[config.mk]
export PLATFORM = sky130hd
export DESIGN_NAME = noc_inject_arbiter_flat
export DESIGN_NICKNAME = d
export VERILOG_FILES = /design/src/rtl/noc_inject_arbiter_if.sv /design/src/rtl/noc_inject_arbiter.sv /design/src/flat_wrapper.sv
export SDC_FILE = /design/constraint.sdc
export NUM_CORES = 1
export LEC_CHECK = 0
export ABC_AREA = 1
export CORE_AREA = 2 2 516 518
export CTS_BUF_LIST = sky130_fd_sc_hd__clkbuf_16
export DETAILED_ROUTE_END_ITERATION = 12
export DIE_AREA = 0 0 518 520
export PLACE_DENSITY = 0.32
export SLEW_MARGIN = 40
export SYNTH_ARGS = -nofsm -noshare
export SYNTH_HDL_FRONTEND = slang
export SYNTH_SLANG_ARGS = --single-unit
[constraint.sdc]
create_clock -name clk -period 3.55 [get_ports clk]
set_clock_uncertainty 0.05 [all_clocks]
set_input_delay 0.8875 -clock clk [delete_from_list [all_inputs] [get_ports clk]]
set_output_delay 0.8875 -clock clk [all_outputs]
set_load 0.02 [all_outputs]
[src/rtl/noc_inject_arbiter_if.sv]
// rtl/noc_inject_arbiter_if.sv - requester and router-endpoint signals of the injection arbiter
interface noc_inject_arbiter_if #(
    parameter int NUM_REQ    = 4,
    parameter int DEST_WIDTH = 4,
    parameter int FLIT_WIDTH = 256
);
    logic [NUM_REQ-1:0][FLIT_WIDTH-1:0] req_data;
    logic [NUM_REQ-1:0][DEST_WIDTH-1:0] req_dest;
    logic [NUM_REQ-1:0]                 req_is_tail;
    logic [NUM_REQ-1:0]                 req_valid;
    logic [NUM_REQ-1:0]                 req_ready;
    logic [FLIT_WIDTH-1:0]              data_out;
    logic [DEST_WIDTH-1:0]              dest_out;
    logic                               is_tail_out;
    logic                               send_out;
    logic                               credit_in;

    // Arbiter side: consumes requester flits and router credits, drives the endpoint
    modport slave (
        input  req_data, req_dest, req_is_tail, req_valid, credit_in,
        output req_ready, data_out, dest_out, is_tail_out, send_out
    );

    // Environment side: requesters plus the router model
    modport master (
        output req_data, req_dest, req_is_tail, req_valid, credit_in,
        input  req_ready, data_out, dest_out, is_tail_out, send_out
    );
endinterface

[src/rtl/noc_inject_arbiter.sv]
// rtl/noc_inject_arbiter.sv - packet-atomic round-robin injection arbiter with credit flow control
module noc_inject_arbiter #(
    parameter int  NUM_REQ           = 4,
    parameter int  DEST_WIDTH        = 4,
    parameter int  FLIT_WIDTH        = 256,
    parameter int  FLIT_BUFFER_DEPTH = 2,
    localparam int CW                = $clog2(FLIT_BUFFER_DEPTH + 1),
    localparam int IW                = (NUM_REQ > 1) ? $clog2(NUM_REQ) : 1
) (
    input  logic                  clk,
    input  logic                  rst_n,
    noc_inject_arbiter_if.slave   bus,
    output logic [CW-1:0]         credits,
    output logic                  err_credit_overflow
);
    typedef enum logic {IDLE, LOCKED} state_t;

    state_t                state_q, state_d;
    logic [IW-1:0]         rr_q, rr_d;
    logic [IW-1:0]         owner_q, owner_d;
    logic [CW-1:0]         credits_q, credits_d;
    logic                  err_q, err_d;
    logic                  send_q;
    logic [FLIT_WIDTH-1:0] data_q;
    logic [DEST_WIDTH-1:0] dest_q;
    logic                  tail_q;

    logic                  found;
    logic [IW-1:0]         win;
    logic [IW-1:0]         sel;
    logic                  accept;
    logic [NUM_REQ-1:0]    ready;
    logic                  have_credit;
    logic                  credits_full;

    function automatic logic [IW-1:0] rr_after(input logic [IW-1:0] idx);
        return (int'(idx) == NUM_REQ - 1) ? '0 : idx + 1'b1;
    endfunction

    assign have_credit  = (credits_q != '0);
    assign credits_full = (credits_q == CW'(FLIT_BUFFER_DEPTH));

    // First valid requester at or after rr, wrapping
    always_comb begin
        int            idx;
        logic [IW-1:0] idx_v;
        found = 1'b0;
        win   = '0;
        idx   = 0;
        idx_v = '0;
        for (int i = 0; i < NUM_REQ; i++) begin
            idx = int'(rr_q) + i;
            if (idx >= NUM_REQ) idx = idx - NUM_REQ;
            idx_v = IW'(idx);
            if (!found && bus.req_valid[idx_v]) begin
                found = 1'b1;
                win   = idx_v;
            end
        end
    end

    // Grant FSM: choose a ready line, decide on lock and rr advance
    always_comb begin
        state_d = state_q;
        rr_d    = rr_q;
        owner_d = owner_q;
        ready   = '0;
        accept  = 1'b0;
        sel     = owner_q;
        if (rst_n) begin
            case (state_q)
                IDLE: begin
                    if (found && have_credit) begin
                        ready[win] = 1'b1;
                        accept     = 1'b1;
                        sel        = win;
                        if (bus.req_is_tail[win]) begin
                            rr_d = rr_after(win);
                        end else begin
                            state_d = LOCKED;
                            owner_d = win;
                        end
                    end
                end
                LOCKED: begin
                    if (bus.req_valid[owner_q] && have_credit) begin
                        ready[owner_q] = 1'b1;
                        accept         = 1'b1;
                        if (bus.req_is_tail[owner_q]) begin
                            state_d = IDLE;
                            rr_d    = rr_after(owner_q);
                        end
                    end
                end
                default: state_d = IDLE;
            endcase
        end
    end

    // Credit accounting; a credit returned into a full counter is flagged, not counted
    always_comb begin
        credits_d = credits_q;
        err_d     = err_q;
        case ({accept, bus.credit_in})
            2'b10:   credits_d = credits_q - 1'b1;
            2'b01: begin
                if (credits_full) err_d = 1'b1;
                else              credits_d = credits_q + 1'b1;
            end
            default: credits_d = credits_q;
        endcase
    end

    // State, pointer and credit registers
    always_ff @(posedge clk or negedge rst_n) begin
        if (!rst_n) begin
            state_q   <= IDLE;
            rr_q      <= '0;
            owner_q   <= '0;
            credits_q <= CW'(FLIT_BUFFER_DEPTH);
            err_q     <= 1'b0;
        end else begin
            state_q   <= state_d;
            rr_q      <= rr_d;
            owner_q   <= owner_d;
            credits_q <= credits_d;
            err_q     <= err_d;
        end
    end

    // Registered injection port; payload holds while nothing is sent
    always_ff @(posedge clk or negedge rst_n) begin
        if (!rst_n) begin
            send_q <= 1'b0;
            data_q <= '0;
            dest_q <= '0;
            tail_q <= 1'b0;
        end else begin
            send_q <= accept;
            if (accept) begin
                data_q <= bus.req_data[sel];
                dest_q <= bus.req_dest[sel];
                tail_q <= bus.req_is_tail[sel];
            end
        end
    end

    assign bus.req_ready       = ready;
    assign bus.send_out        = send_q;
    assign bus.data_out        = data_q;
    assign bus.dest_out        = dest_q;
    assign bus.is_tail_out     = tail_q;
    assign credits             = credits_q;
    assign err_credit_overflow = err_q;
endmodule

[src/flat_wrapper.sv]
// flat-port wrapper written by rule: the top's interface ports become plain ports
module noc_inject_arbiter_flat 
#(
    parameter int  NUM_REQ           = 4,
    parameter int  DEST_WIDTH        = 4,
    parameter int  FLIT_WIDTH        = 256,
    parameter int  FLIT_BUFFER_DEPTH = 2,
    localparam int CW                = $clog2(FLIT_BUFFER_DEPTH + 1),
    localparam int IW                = (NUM_REQ > 1) ? $clog2(NUM_REQ) : 1
)
  (clk, rst_n, credits, err_credit_overflow, bus_req_data, bus_req_dest, bus_req_is_tail, bus_req_valid, bus_credit_in, bus_req_ready, bus_data_out, bus_dest_out, bus_is_tail_out, bus_send_out);
  noc_inject_arbiter_if #(.NUM_REQ(NUM_REQ), .DEST_WIDTH(DEST_WIDTH), .FLIT_WIDTH(FLIT_WIDTH)) bus_i ();
  input  logic clk;
  input  logic rst_n;
  output logic [CW-1:0] credits;
  output logic err_credit_overflow;
  input wire logic [$bits(bus_i.req_data)-1:0] bus_req_data;
  input wire logic [$bits(bus_i.req_dest)-1:0] bus_req_dest;
  input wire logic [$bits(bus_i.req_is_tail)-1:0] bus_req_is_tail;
  input wire logic [$bits(bus_i.req_valid)-1:0] bus_req_valid;
  input wire logic [$bits(bus_i.credit_in)-1:0] bus_credit_in;
  output wire logic [$bits(bus_i.req_ready)-1:0] bus_req_ready;
  output wire logic [$bits(bus_i.data_out)-1:0] bus_data_out;
  output wire logic [$bits(bus_i.dest_out)-1:0] bus_dest_out;
  output wire logic [$bits(bus_i.is_tail_out)-1:0] bus_is_tail_out;
  output wire logic [$bits(bus_i.send_out)-1:0] bus_send_out;
  assign bus_i.req_data = bus_req_data;
  assign bus_i.req_dest = bus_req_dest;
  assign bus_i.req_is_tail = bus_req_is_tail;
  assign bus_i.req_valid = bus_req_valid;
  assign bus_i.credit_in = bus_credit_in;
  assign bus_req_ready = bus_i.req_ready;
  assign bus_data_out = bus_i.data_out;
  assign bus_dest_out = bus_i.dest_out;
  assign bus_is_tail_out = bus_i.is_tail_out;
  assign bus_send_out = bus_i.send_out;
  noc_inject_arbiter #(.NUM_REQ(NUM_REQ), .DEST_WIDTH(DEST_WIDTH), .FLIT_WIDTH(FLIT_WIDTH), .FLIT_BUFFER_DEPTH(FLIT_BUFFER_DEPTH)) u_core (.clk(clk), .rst_n(rst_n), .bus(bus_i), .credits(credits), .err_credit_overflow(err_credit_overflow));
endmodule
# Word-level counts from Yosys, hierarchy flattened
# Cells that the tools add are included.
# op_classes
eq_ne	10
bitwise_logic	2
n_reduce_logical	16
order_cmp	13
muxes	61
add_sub_neg	11
# ops
op	n
256-bit binary-select mux with 2-bit select	1
256-bit two-way mux	1
2-bit two-way mux	18
2-bit by 3-bit < comparator with 1-bit output, second input constant	7
1-bit two-way mux	21
1-bit binary-select mux with 2-bit select	8
4-bit two-way mux	4
2-bit by 1-bit subtractor with 2-bit output, second input constant	5
3-bit >= comparator, second input constant	3
4-bit binary-select mux with 2-bit select	1
2-bit one-hot mux with 2 select lines	2
4-bit one-hot mux with 2 select lines	1
1-bit logical AND	7
2-bit by 1-bit adder with 2-bit output, second input constant	3
2-bit by 2-bit adder with 3-bit output, second input constant	2
2-bit by 1-bit == test with 1-bit output, second input constant	3
2-bit != test, second input constant	3
5-bit AND reduction	1
1-bit demux with 2-bit select	2
2-bit == test, second input constant	2
2-bit by 1-bit >= comparator with 1-bit output, second input constant	2
2-bit by 1-bit != test with 1-bit output, second input constant	2
1-bit one-hot mux with 2 select lines	2
2-bit AND reduction	2
6 further kinds	10
# word_totals
input_bits	1051
wordCells	122
output_inout_bits	269
regBits	270

# Longest topological paths before layout
# Gate-level depths: netlist of the first run.
# depth
depth_word	21
ltp_mapped	18
mapped_depth_nobuf	16

# Worst setup path before layout of the first run
# OpenSTA, ideal clock, no wires.
# synth_timing
kind	in2out
start	in bus_req_valid[3]
end	out bus_req_ready[0]
required_time_ps	2612
setup_slack_ps	202
arrival_ps	2411
stages	11
path_buffers	1
cell_sequence	inv_1 -> nand2_1 -> nand3_1 -> nand2_2 -> nor2_4 -> nand3_2 -> nand2_2 -> nand2_1 -> nand3_2 -> clkbuf_1 -> nor3_1
# synth_between
elab_chain_cells	19
word_cells_on_any_way	35
cone_classes	2 x order compare; 24 x mux; 9 x reduce/logical
# synth_rtl
item	line_no	rtl
start, declared	flat_wrapper.sv:20	input wire logic [$bits(bus_i.req_valid)-1:0] bus_req_valid;
1-bit binary-select mux with 2-bit select	noc_inject_arbiter.sv:55	if (!found && bus.req_valid[idx_v]) begin
1-bit two-way mux (implied by the code)	noc_inject_arbiter.sv:55	
1-bit two-way mux	noc_inject_arbiter.sv:55	
1-bit logical NOT	noc_inject_arbiter.sv:55	
1-bit logical AND	noc_inject_arbiter.sv:55	
1-bit two-way mux	noc_inject_arbiter.sv:55	
1-bit logical NOT	noc_inject_arbiter.sv:55	
1-bit logical AND	noc_inject_arbiter.sv:55	
(+3 left out)	--	
2-bit two-way mux	noc_inject_arbiter.sv:55	
2-bit by 3-bit < comparator with 1-bit output (implied by the code) or 2-bit by 1-bit >= comparator with 1-bit output (tied branches)	noc_inject_arbiter.sv:74	ready[win] = 1'b1;
1-bit logical AND (implied by the code)	noc_inject_arbiter.sv:74	
1-bit two-way mux (implied by the code)	noc_inject_arbiter.sv:74	
1-bit demux with 2-bit select	--	
4-bit two-way mux	noc_inject_arbiter.sv:73	if (found && have_credit) begin
4-bit one-hot mux with 2 select lines (*)	noc_inject_arbiter.sv:71	case (state_q)
4-bit two-way mux (*)	noc_inject_arbiter.sv:70	if (rst_n) begin
end, declared	flat_wrapper.sv:22	output wire logic [$bits(bus_i.req_ready)-1:0] bus_req_ready;
# Mark *: on every way between the ends. The rest lies on a longest branch, timed or not. The select of a mux whose other input is x is not followed.

# Worst setup path in the final report of the first run
# layout_timing
start	reg u_core.rr_q[0]
end	out bus_req_ready[2]
# layout_between
elab_chain_cells	21
word_cells_on_any_way	46
cone_classes	7 x add/sub; 6 x order compare; 25 x mux; 8 x reduce/logical
# layout_rtl
item	line_no	rtl
start, declared	noc_inject_arbiter.sv:19	logic [IW-1:0] rr_q, rr_d;
start signal, assigned	noc_inject_arbiter.sv:124	rr_q <= rr_d;
parallel branches: the longest is 13 deep, another holds 2-bit by 1-bit adder with 3-bit output	--	
2-bit two-way mux (*)	noc_inject_arbiter.sv:55	
named net u_core.win[1]	noc_inject_arbiter.sv:29	logic [IW-1:0] win;
2-bit by 3-bit < comparator with 1-bit output (implied by the code) or 2-bit by 1-bit >= comparator with 1-bit output (tied branches)	noc_inject_arbiter.sv:74	
1-bit logical AND (implied by the code)	noc_inject_arbiter.sv:74	
1-bit two-way mux (implied by the code)	noc_inject_arbiter.sv:74	
1-bit demux with 2-bit select (*)	--	
4-bit two-way mux (*)	noc_inject_arbiter.sv:73	
4-bit one-hot mux with 2 select lines (*)	noc_inject_arbiter.sv:71	
4-bit two-way mux (*)	noc_inject_arbiter.sv:70	
# Mark *: on every way through the listed nets, which the timed path passes. The select of a mux whose other input is x is not followed.

==> results of run 1 <==
## kinds of logic after synthesis
logic type / after synthesis / share of synthesized area, %
AO/OA/AOI/OAI: 17 / 0.367
adder cells (fa/ha/maj): 8 / 0.408
AND/OR/NAND/NOR: 2725 / 48.9
XOR/XNOR: 1 / 0.0357
buffers and inverters: 1377 / 22.7
flip-flops: 270 / 27.6
## final cells by class
class                   count  area (um2)
diodes                     38        95.1
clock buffers              47        1180
clock inverters            36         241
fillers                 30700      218000
inverters                1062        4000
multi-input cells        2751       12400
flip-flops and latches    270        6760
well taps                3533        4420
repair buffers           1676       17200
## report_power, final
part           leakage (nW)  total (W)  internal, W  switching [W]
combinational          20.0     0.0277       0.0110         0.0167
clock                 0.743    0.00456      0.00259        0.00197
sequential             3.35    0.00553      0.00461       0.000918
## placed cells by master, fill, tap and decap left out, types with 11 or more instances in the layout
master / netlist / final
sky130_fd_sc_hd__nor2_1: 13 / 11
sky130_fd_sc_hd__diode_2: 0 / 38
sky130_fd_sc_hd__clkdlybuf4s50_1: 0 / 1309
sky130_fd_sc_hd__dfrtp_1: 269 / 267
sky130_fd_sc_hd__inv_1: 1058 / 1069
sky130_fd_sc_hd__clkbuf_16: 0 / 49
sky130_fd_sc_hd__buf_4: 10 / 251
sky130_fd_sc_hd__nand3_1: 1315 / 1309
sky130_fd_sc_hd__nand2_2: 7 / 16
sky130_fd_sc_hd__clkinv_1: 0 / 11
sky130_fd_sc_hd__nand2_1: 1372 / 1355
sky130_fd_sc_hd__buf_12: 0 / 102
## how the worst max path moves through the flow
stage	depth (start not counted)	startpoint	to	slack, ns
CTS	15	u_core.rr_q[0]	bus_req_ready[2]	-0.23
finish	13	u_core.rr_q[0]	bus_req_ready[2]	-0.09
global route	13	u_core.rr_q[0]	bus_req_ready[2]	-0.29
global placement	14	bus_req_valid[3]	bus_req_ready[3]	-1.02
detailed placement	14	bus_req_valid[3]	bus_req_ready[3]	-0.88
floorplan	11	bus_req_valid[3]	bus_req_ready[0]	0.20
## critical path, cell delays in order (launching register included)
cell and delay, ns:
sky130_fd_sc_hd__dfrtp_2 0.48, sky130_fd_sc_hd__inv_6 0.13, sky130_fd_sc_hd__nand2_1 0.13, sky130_fd_sc_hd__nand3_4 0.10, sky130_fd_sc_hd__nand2_4 0.06, sky130_fd_sc_hd__nor2_4 0.15
sky130_fd_sc_hd__nand4_1 0.18, sky130_fd_sc_hd__nand2_4 0.16, sky130_fd_sc_hd__inv_2 0.04, sky130_fd_sc_hd__buf_4 0.14, sky130_fd_sc_hd__ha_1 0.18, sky130_fd_sc_hd__nand2_1 0.08
sky130_fd_sc_hd__a21oi_2 0.07, sky130_fd_sc_hd__buf_6 0.14
## state kept, by name, summed over array words and instances (netlist names)
name and cells:
u_core.rr_q 2, u_core.err_credit_overflow 1, u_core.state_q 1, u_core.owner_q 2
u_core.bus.dest_out 4, u_core.bus.is_tail_out 1, u_core.bus.data_out 256, u_core.bus.send_out 1
u_core.credits 2
## through the flow
step           total power (W)  area, um2
2_1_floorplan           0.0184      24500
4_1_cts                 0.0386      46100
6_report                0.0378      46400
3_5_place_dp            0.0334      44500
3_3_place_gp            0.0335      44500
5_1_grt                 0.0409      46300
## what timing repair did
| action | CTS | global route |
|---|---|---|
| pin swaps | 15 | 9 |
| gates cloned | 1 | 1 |
| buffers inserted | 7 | 3 |
| hold buffers | 0 | 0 |
| resized for setup | 57 | 21 |
| hold endpoints to repair | 0 | 0 |
| endpoints found under the setup margin | 4 | 40 |
## routing by layer
| metal | share of wire, % | up-vias |
|---|---|---|
| met2 | 46 | 1311 |
| li1 | - | 16200 |
| met1 | 42 | 15600 |
| met3 | 9.2 | 231 |
| met4 | 2.5 | 70 |
| met5 | 0.21 | - |
==> results.yml, run 1 <==
logic_synthesis:
  synth.largest_area_cell: "sky130_fd_sc_hd__dfrtp_1"
  yosysWarningCount: 0
  post_synth_design_cell_area_mm2: 0.0245
  syn_nets: 5457
  synth.top_cells.by_area: "sky130_fd_sc_hd__dfrtp_1, sky130_fd_sc_hd__nand3_1, sky130_fd_sc_hd__nand2_1, sky130_fd_sc_hd__inv_1, sky130_fd_sc_hd__buf_2"
  postSynth.topFlopCell: "sky130_fd_sc_hd__dfrtp_1"
  synthesis.area_per_instance_um2: 5.58
  synth-async-reset-ratio_pct: 100
  synthDominantCellAreaShare_pct: 27.4
  synth.yosys.seq_area_share_pct: 27.6
  yosys_register_bits: 270
  synth.cells.most_frequent: "sky130_fd_sc_hd__nand2_1, sky130_fd_sc_hd__nand3_1, sky130_fd_sc_hd__inv_1, sky130_fd_sc_hd__dfrtp_1, sky130_fd_sc_hd__buf_2"
  synthesis.instances: 4398
  library_cell_with_the_highest_instance_count_after_synthesis: "sky130_fd_sc_hd__nand2_1"
  synth_enable_flop_cells: 0
  synth.distinct_cells: 27
sta:
  timing.fmax_ghz: 0.275
  min_period_ns: 3.64
  worst_slack_ns: -0.0925
  hold-worst-slack_ns: 0.193
  transition_time_of_the_tightest_slew_check_pin_ns: 0.936
  final-hold-violation-count: 0
  unrepaired_setup_endpoints_after_global_routing: "yes"
  slew_headroom_pct: 37.6
  finalMaxSlewViolations: 0
  ratio_of_final_minimum_period_to_clock_period_pct: 103
  setup_total_negative_slack_ns: -0.187
  timing.final.setup_violations: 4
die:
  initial_util_pct: 9.29
  die_area_mm2: 0.269
  row_count: 189
  core_area_mm2: 0.264
  die_x_um: 518
  number_of_primary_i_o_pins: 1320
  die_h_um: 520
clock_network:
  htree_levels: 2
  path_clk_slew_ns: 0.06
  clk_root_buffer_cell: "sky130_fd_sc_hd__clkbuf_16"
  clk-insertion-delay-late_ns: 0.66
  clock_tree.buffer_depth: 3
  tritoncts.num_buffers: 45
  clock_tree_from_tritoncts: "done"
  cts_sinks: 270
status:
  failed_checks: "negative setup slack"
  status: "complete, but fails checks"
global_routing:
  grt_first_pass_wirelength_mm: 283
  gr-usage-met1_pct: 18.6
  grt-ovfl-total: 0
  grt_antenna_before_repair: 111
  globalRouteTotalUtil_pct: 14.9
  grt.busiest_layer: "met2"
  grtUsageMet2_pct: 24.3
  grt_max_degree: 139
  via_count_of_the_first_global_routing_pass: 34600
  groute.layer.met3.usage_pct: 5.40
drt:
  per_cell_routed_wire_length_um: 22.2
  postRouteAntennaNets: 0
  drt-pass1-iter-count: 5
  post-route-drc-count: 0
  route.detailed.vias_per_inst: 3.55
  num_vias: 33400
  totalWireLength_mm: 209
  detailedRoute.firstIterationViolations: 2066
setup_path:
  worstPathMaxFanout: 9
  worstReg2RegStart: "u_core.rr_q[0]"
  worst_ep_required_time_ns: 2.61
  worst_case_register_to_register_setup_slack_ns: 0.36
  worst-r2r-cell-count: 16
  crit_type: "flip-flop to output pin"
  startpoint_type: "flip-flop"
  r2r-end: "u_core.bus.data_out[238]"
  cp.arrival_ns: 2.71
  cp-end-kind: "output pin"
place:
  place_hpwl_mm: 176
  gp_routability_congestion: 0.886
  place_worst_setup_slack_ns: -0.876
  placed_cells: 9280
  placement.io_buffers: 1319
run:
  number_of_violations_of_the_max_capacitance_limit: 0
cells_and_area:
  post_route_cells_drive_above_1_share_pct: 8.20
  finish.cell_count_without_fillers: 9413
  finalCoreUtilization_pct: 17.6
  num-nets-final: 6865
  layout-area-overhead-vs-synth_pct: 89.0
pwr:
  vdd_ir_drop_max_uv: 399
  power.leakage_nw: 24.1
  p_per_area_mw_per_mm2: 815
min_path:
  hold_class: "primary input to async pin"
Note: power is estimated with default switching activity, not from simulation.
==> inputs of run 2 (changes only) <==
--- a/config.mk
+++ b/config.mk
@@ -6,11 +6,11 @@
 export NUM_CORES = 1
 export LEC_CHECK = 0
 export ABC_AREA = 1
-export CORE_AREA = 2 2 516 518
+export CORE_AREA = 3 3 517 519
 export CTS_BUF_LIST = sky130_fd_sc_hd__clkbuf_16
 export DETAILED_ROUTE_END_ITERATION = 12
-export DIE_AREA = 0 0 518 520
-export PLACE_DENSITY = 0.32
+export DIE_AREA = 0 0 520 522
+export PLACE_DENSITY = 0.38
 export SLEW_MARGIN = 40
 export SYNTH_ARGS = -nofsm -noshare
 export SYNTH_HDL_FRONTEND = slang
==> run 2 against run 1 <==
Against the previous run: the run now ends clean; power hardly changed; setup slack better by 0.17 ns; core utilization is 0.15 points higher; sequential share of layout area is 0.051 points lower; combinational power hardly changed; register-to-register slack worse by 0.05 ns; hold slack better by 0.054 ns; wire length is 2.4% higher; largest power group unchanged; first-iteration DRC count is 9.2% higher.
==> results.yml, run 2 (synthesis gave the netlist of run 1 again) <==
drt:
  drt-pass1-iter-count: 8
  num_vias: 33900
  per_cell_routed_wire_length_um: 22.7
  totalWireLength_mm: 214
  detailedRoute.firstIterationViolations: 2256
  post-route-drc-count: 0
  postRouteAntennaNets: 0
  route.detailed.vias_per_inst: 3.59
pwr:
  p_per_area_mw_per_mm2: 813
  total_power_w: 0.0378
  vdd_ir_drop_max_uv: 407
  power.leakage_nw: 24.2
run:
  number_of_violations_of_the_max_capacitance_limit: 0
setup_path:
  worst_path_buffer_plus_inverter_count: 5
  cp-end-kind: "output pin"
  worstReg2RegStart: "u_core.rr_q[0]"
  critPathMaxStageDelay_ns: 0.26
  worst_ep_required_time_ns: 2.61
  cp.arrival_ns: 2.53
  cpLargestDelayFamily: "simple AND/OR/NAND/NOR gates"
  crit_type: "primary input to output pin"
  crit_path_cell_trace: "dlygate4sd2_1 > inv_1 > nand2_1 > nand3_2 > nand2_2 > buf_4 > inv_2 > nand2_1 > nand2_2 > nand2_2 > nor2_4 > ha_2 > o21ai_1 > nor2_1 > buf_4"
  worstPathMaxFanout: 3
  crit_path_top_delay_cell: "sky130_fd_sc_hd__dlygate4sd2_1"
  critical_path_s_most_frequent_cell: "sky130_fd_sc_hd__nand2_2"
  startpoint_type: "primary input"
  worstSetupStartpoint: "bus_req_valid[3]"
sta:
  unrepaired_setup_endpoints_after_global_routing: "yes"
  min_period_ns: 3.47
  finalMaxSlewViolations: 0
  worst_slack_ns: 0.0817
  slew_headroom_pct: 46.0
  ratio_of_final_minimum_period_to_clock_period_pct: 97.7
  timing.final.setup_violations: 0
  final-hold-violation-count: 0
  setup_total_negative_slack_ns: 0
  timing.fmax_ghz: 0.288
  transition_time_of_the_tightest_slew_check_pin_ns: 0.810
cells_and_area:
  post-route-cell-area_mm2: 0.0465
  most-common-layout-cells: "sky130_fd_sc_hd__nand2_1, sky130_fd_sc_hd__clkdlybuf4s50_1, sky130_fd_sc_hd__nand3_1, sky130_fd_sc_hd__inv_1, sky130_fd_sc_hd__buf_4"
  fillers: 30400
  num-nets-final: 6916
  largest_register_ff_count: 256
  layout.cells.most_common: "sky130_fd_sc_hd__nand2_1"
  layout-area-overhead-vs-synth_pct: 89.7
  seqCellArea_mm2: 0.00676
  finalCoreUtilization_pct: 17.7
  post_route_cells_drive_above_1_share_pct: 9.02
  multiInputGateArea_mm2: 0.0124
place:
  place_worst_setup_slack_ns: -0.722
  placement.io_buffers: 1319
  place_hpwl_mm: 184
  dpl-instance-area_mm2: 0.0447
  gp_routability_congestion: 0.907
clock_network:
  path_clk_slew_ns: 0.05
  cts_sinks: 270
  clock_tree.buffer_depth: 3
  cts_hold_bufs: 0
  tritoncts.num_buffers: 45
  clk-insertion-delay-late_ns: 0.63
  htree_levels: 2
  clock_tree_from_tritoncts: "done"
  clk_root_buffer_cell: "sky130_fd_sc_hd__clkbuf_16"
die:
  core_area_mm2: 0.263
  die_h_um: 522
  die_area_mm2: 0.271
  initial_util_pct: 9.34
  row_count: 188
  number_of_primary_i_o_pins: 1320
  die_x_um: 520
global_routing:
  globalRouteTotalUtil_pct: 15.1
  grt_max_degree: 114
  grt-ovfl-total: 0
  grt_antenna_before_repair: 157
  grt_first_pass_wirelength_mm: 286
  via_count_of_the_first_global_routing_pass: 34600
status:
  status: "completed"
min_path:
  hold_class: "primary input to async pin"
[run 2: cell types whose count changed in the layout (fill, tap and decap cells not counted), sizes merged]
cell	change
buf	+52
diode	-9
inv	-6
clkbuf	-4
bufinv	+3
clkinvlp	+3
clkdlybuf4s50	+1
clkinv	-1
[run 2: where the power goes]
part	total [W]	internal (W)	switching (W)
clock network	0.00466	0.00272	0.00194
registers	0.00560	0.00461	0.000987
logic	0.0276	0.0111	0.0164
[run 2: what timing repair did]
action / CTS / global route
buffers inserted: 10 / 4
gates resized for setup: 66 / 11
pin swaps: 24 / 8
endpoints found under the setup margin: 4 / 4
[run 2: routing by layer]
layer	wire length, um	vias to the layer above	GRT usage, %
li1	-	16200	-
met1	87900	15800	18.3
met2	95100	1475	24.0
met3	23000	318	6.38
met4	6880	120	4.81
met5	760	-	0
[run 2: through the flow]
| stage | hold slack (ns) | instances |
|---|---|---|
| finish | 0.247 | 9434 |
| detailed placement | 0.414 | 9310 |
| CTS | 0.274 | 9400 |
| floorplan | 0.460 | 4398 |
| global placement | 0.410 | 9310 |
| global route | 0.248 | 9414 |
[run 2: area by class of cell]
class                           count  area share (%)
Timing Repair Buffer             1727            37.5
Multi-Input combinational cell   2751            26.6
Clock inverter                     35           0.694
Tap cell                         3515            9.45
Sequential cell                   270            14.5
Antenna cell                       29           0.156
Inverter                         1062            8.60
Clock buffer                       45            2.42
[run 2: final timing paths]
path,endpoint,slack [ns],depth (start not counted)
max in group asynchronous,u_core.bus.data_out[207],1.87,3
min reg2reg,u_core.bus.data_out[59],0.42,2
max reg2reg,u_core.bus.dest_out[1],0.31,18
min in group clk,u_core.bus.data_out[59],0.42,2
min,u_core.bus.send_out,0.25,2
max,bus_req_ready[3],0.08,15
==> inputs of run 3 (changes only) <==
--- a/config.mk
+++ b/config.mk
@@ -7,7 +7,7 @@
 export LEC_CHECK = 0
 export ABC_AREA = 1
 export CORE_AREA = 3 3 517 519
-export CTS_BUF_LIST = sky130_fd_sc_hd__clkbuf_16
+export CTS_BUF_LIST = sky130_fd_sc_hd__clkbuf_2 sky130_fd_sc_hd__clkbuf_4 sky130_fd_sc_hd__clkbuf_8
 export DETAILED_ROUTE_END_ITERATION = 12
 export DIE_AREA = 0 0 520 522
 export PLACE_DENSITY = 0.38
==> run 3 against run 2 <==
Against the previous run: the run now ends with negative setup slack left; register-to-register slack better by 0.06 ns; via count is 0.47% higher; critical path type unchanged; critical path depth stayed put; first-iteration DRC count is 5.8% lower; final cell count is 0.59% higher; die area stayed put; setup slack worse by 0.25 ns; clock power hardly changed; highest routed layer unchanged; design area is 0.42% higher.
==> results.yml, run 3 (synthesis gave the netlist of run 1 again) <==
status:
  status: "complete, but fails checks"
  failed_checks: "negative setup slack"
sta:
  ratio_of_final_minimum_period_to_clock_period_pct: 105
  transition_time_of_the_tightest_slew_check_pin_ns: 0.843
  slew_headroom_pct: 43.8
  timing.fmax_ghz: 0.269
  timing.final.setup_violations: 4
  finalMaxSlewViolations: 0
  hold-worst-slack_ns: 0.0895
  unrepaired_setup_endpoints_after_global_routing: "yes"
  final-hold-violation-count: 0
  min_period_ns: 3.71
  worst_slack_ns: -0.164
cells_and_area:
  fillers: 30400
  post_route_cells_drive_above_1_share_pct: 10.0
  most-common-layout-cells: "sky130_fd_sc_hd__nand2_1, sky130_fd_sc_hd__clkdlybuf4s50_1, sky130_fd_sc_hd__nand3_1, sky130_fd_sc_hd__inv_1, sky130_fd_sc_hd__buf_4"
  num-nets-final: 6940
  largest_register_ff_count: 256
  layout-area-overhead-vs-synth_pct: 90.5
  layout.cells.most_common: "sky130_fd_sc_hd__nand2_1"
clock_network:
  clock_tree_from_tritoncts: "done"
  clk_root_buffer_cell: "sky130_fd_sc_hd__clkbuf_8"
  cts_sinks: 270
  clk-insertion-delay-late_ns: 0.78
  tritoncts.num_buffers: 69
  htree_levels: 3
  path_clk_slew_ns: 0.06
  clock_tree.buffer_depth: 3
die:
  die_area_mm2: 0.271
  die_h_um: 522
  number_of_primary_i_o_pins: 1320
  die_x_um: 520
  row_count: 188
  initial_util_pct: 9.34
  core_area_mm2: 0.263
setup_path:
  cp-end-kind: "output pin"
  worst-r2r-cell-count: 21
  worstPathMaxFanout: 3
  cp.arrival_ns: 2.78
  worstReg2RegStart: "u_core.rr_q[0]"
  worst_ep_required_time_ns: 2.61
  crit_type: "primary input to output pin"
  r2r-end: "u_core.bus.data_out[202]"
  worst_case_register_to_register_setup_slack_ns: 0.37
  startpoint_type: "primary input"
place:
  place_hpwl_mm: 184
  placement.io_buffers: 1319
  gp_routability_congestion: 0.907
drt:
  postRouteAntennaNets: 0
  drt-pass1-iter-count: 6
  per_cell_routed_wire_length_um: 22.6
  post-route-drc-count: 0
  detailedRoute.firstIterationViolations: 2126
  route.detailed.vias_per_inst: 3.59
  num_vias: 34100
  totalWireLength_mm: 214
pwr:
  p_per_area_mw_per_mm2: 813
  total_power_w: 0.0380
  vdd_ir_drop_max_uv: 473
  power.leakage_nw: 24.3
min_path:
  hold_class: "primary input to async pin"
global_routing:
  globalRouteTotalUtil_pct: 15.2
  grt_first_pass_wirelength_mm: 286
  grt_max_degree: 114
  grt-ovfl-total: 0
  via_count_of_the_first_global_routing_pass: 34900
  grt_antenna_before_repair: 156
run:
  number_of_violations_of_the_max_capacitance_limit: 0
[run 3: changes by cell type in the layout (fill, tap and decap cells not counted), moves of 4 or more]
cell | before | now
sky130_fd_sc_hd__clkbuf_4 | 0 | 23
sky130_fd_sc_hd__clkinv_1 | 9 | 0
sky130_fd_sc_hd__inv_1 | 1065 | 1056
sky130_fd_sc_hd__clkbuf_16 | 45 | 0
sky130_fd_sc_hd__diode_2 | 29 | 42
sky130_fd_sc_hd__nand2_4 | 5 | 10
sky130_fd_sc_hd__dlygate4sd2_1 | 4 | 0
sky130_fd_sc_hd__clkbuf_8 | 0 | 85
[run 3: power breakdown]
| part | switching (W) | internal (W) | leakage (nW) |
|---|---|---|---|
| logic | 0.0165 | 0.0112 | 20.2 |
| registers | 0.00100 | 0.00461 | 3.35 |
| clock network | 0.00205 | 0.00262 | 0.807 |
| total | 0.0195 | 0.0184 | 24.3 |
[run 3: worst max path at each step]
stage                     start                to  slack (ns)  depth (start not counted)
3_5_place_dp   bus_req_valid[3]  bus_req_ready[3]       -0.72                         14
2_1_floorplan  bus_req_valid[3]  bus_req_ready[0]        0.20                         11
3_3_place_gp   bus_req_valid[3]  bus_req_ready[1]       -0.80                         14
5_1_grt          u_core.rr_q[0]  bus_req_ready[3]       -0.34                         15
4_1_cts          u_core.rr_q[0]  bus_req_ready[1]       -0.27                         14
6_report       bus_req_valid[1]  bus_req_ready[3]       -0.16                         15
[run 3: through the flow]
step | TNS (ns) | setup WS, ns | std cells | instance area [um2] | utilization, %
2_1_floorplan | 0 | 0.202 | 4398 | 24500 | -
3_3_place_gp | -114.68 | -0.804 | 9310 | 44700 | 17.0
3_5_place_dp | -100.78 | -0.722 | 9310 | 44700 | 17.0
4_1_cts | -1.04 | -0.268 | 9443 | 46400 | 17.7
5_1_grt | -1.35 | -0.341 | 9461 | 46600 | 17.8
6_report | -0.575 | -0.164 | 9490 | 46700 | 17.8
[run 3: area by class of cell]
cell class | count | area (um2) | share of cell area (%)
repair buffers | 1727 | 17500 | 37.4
multi-input cells | 2751 | 12500 | 26.7
flip-flops and latches | 270 | 6760 | 14.5
well taps | 3515 | 4400 | 9.42
inverters | 1062 | 4000 | 8.57
clock buffers | 108 | 1340 | 2.87
clock inverters | 15 | 183 | 0.391
diodes | 42 | 105 | 0.225
[run 3: critical path: stages]
cell and delay [ns]:
sky130_fd_sc_hd__clkdlybuf4s50_1 0.46, sky130_fd_sc_hd__inv_1 0.12, sky130_fd_sc_hd__nand2_2 0.07, sky130_fd_sc_hd__nand3_2 0.09, sky130_fd_sc_hd__nand2_2 0.08, sky130_fd_sc_hd__buf_4 0.14, sky130_fd_sc_hd__inv_2 0.07, sky130_fd_sc_hd__nand2_2 0.06
sky130_fd_sc_hd__nand2_4 0.09, sky130_fd_sc_hd__nand2_4 0.06, sky130_fd_sc_hd__nor2_4 0.15, sky130_fd_sc_hd__ha_4 0.15, sky130_fd_sc_hd__o21ai_2 0.05, sky130_fd_sc_hd__nor2_1 0.13, sky130_fd_sc_hd__buf_4 0.15
[run 3: timing repair]
action | 4_1_cts | 5_1_grt
hold buffers | 0 | 0
gates resized for setup | 60 | 28
setup endpoints to repair | 4 | 4
buffers inserted | 10 | 4
pin swaps | 20 | 20
[run 3: per-layer routing]
layer  global-route usage [%]  up-vias  wire, um
met4                     5.23      126      7500
li1                         -    16300         -
met1                     18.1    15800     86600
met3                     7.00      364     25200
met5                        0        -       792
met2                     23.9     1492     94400
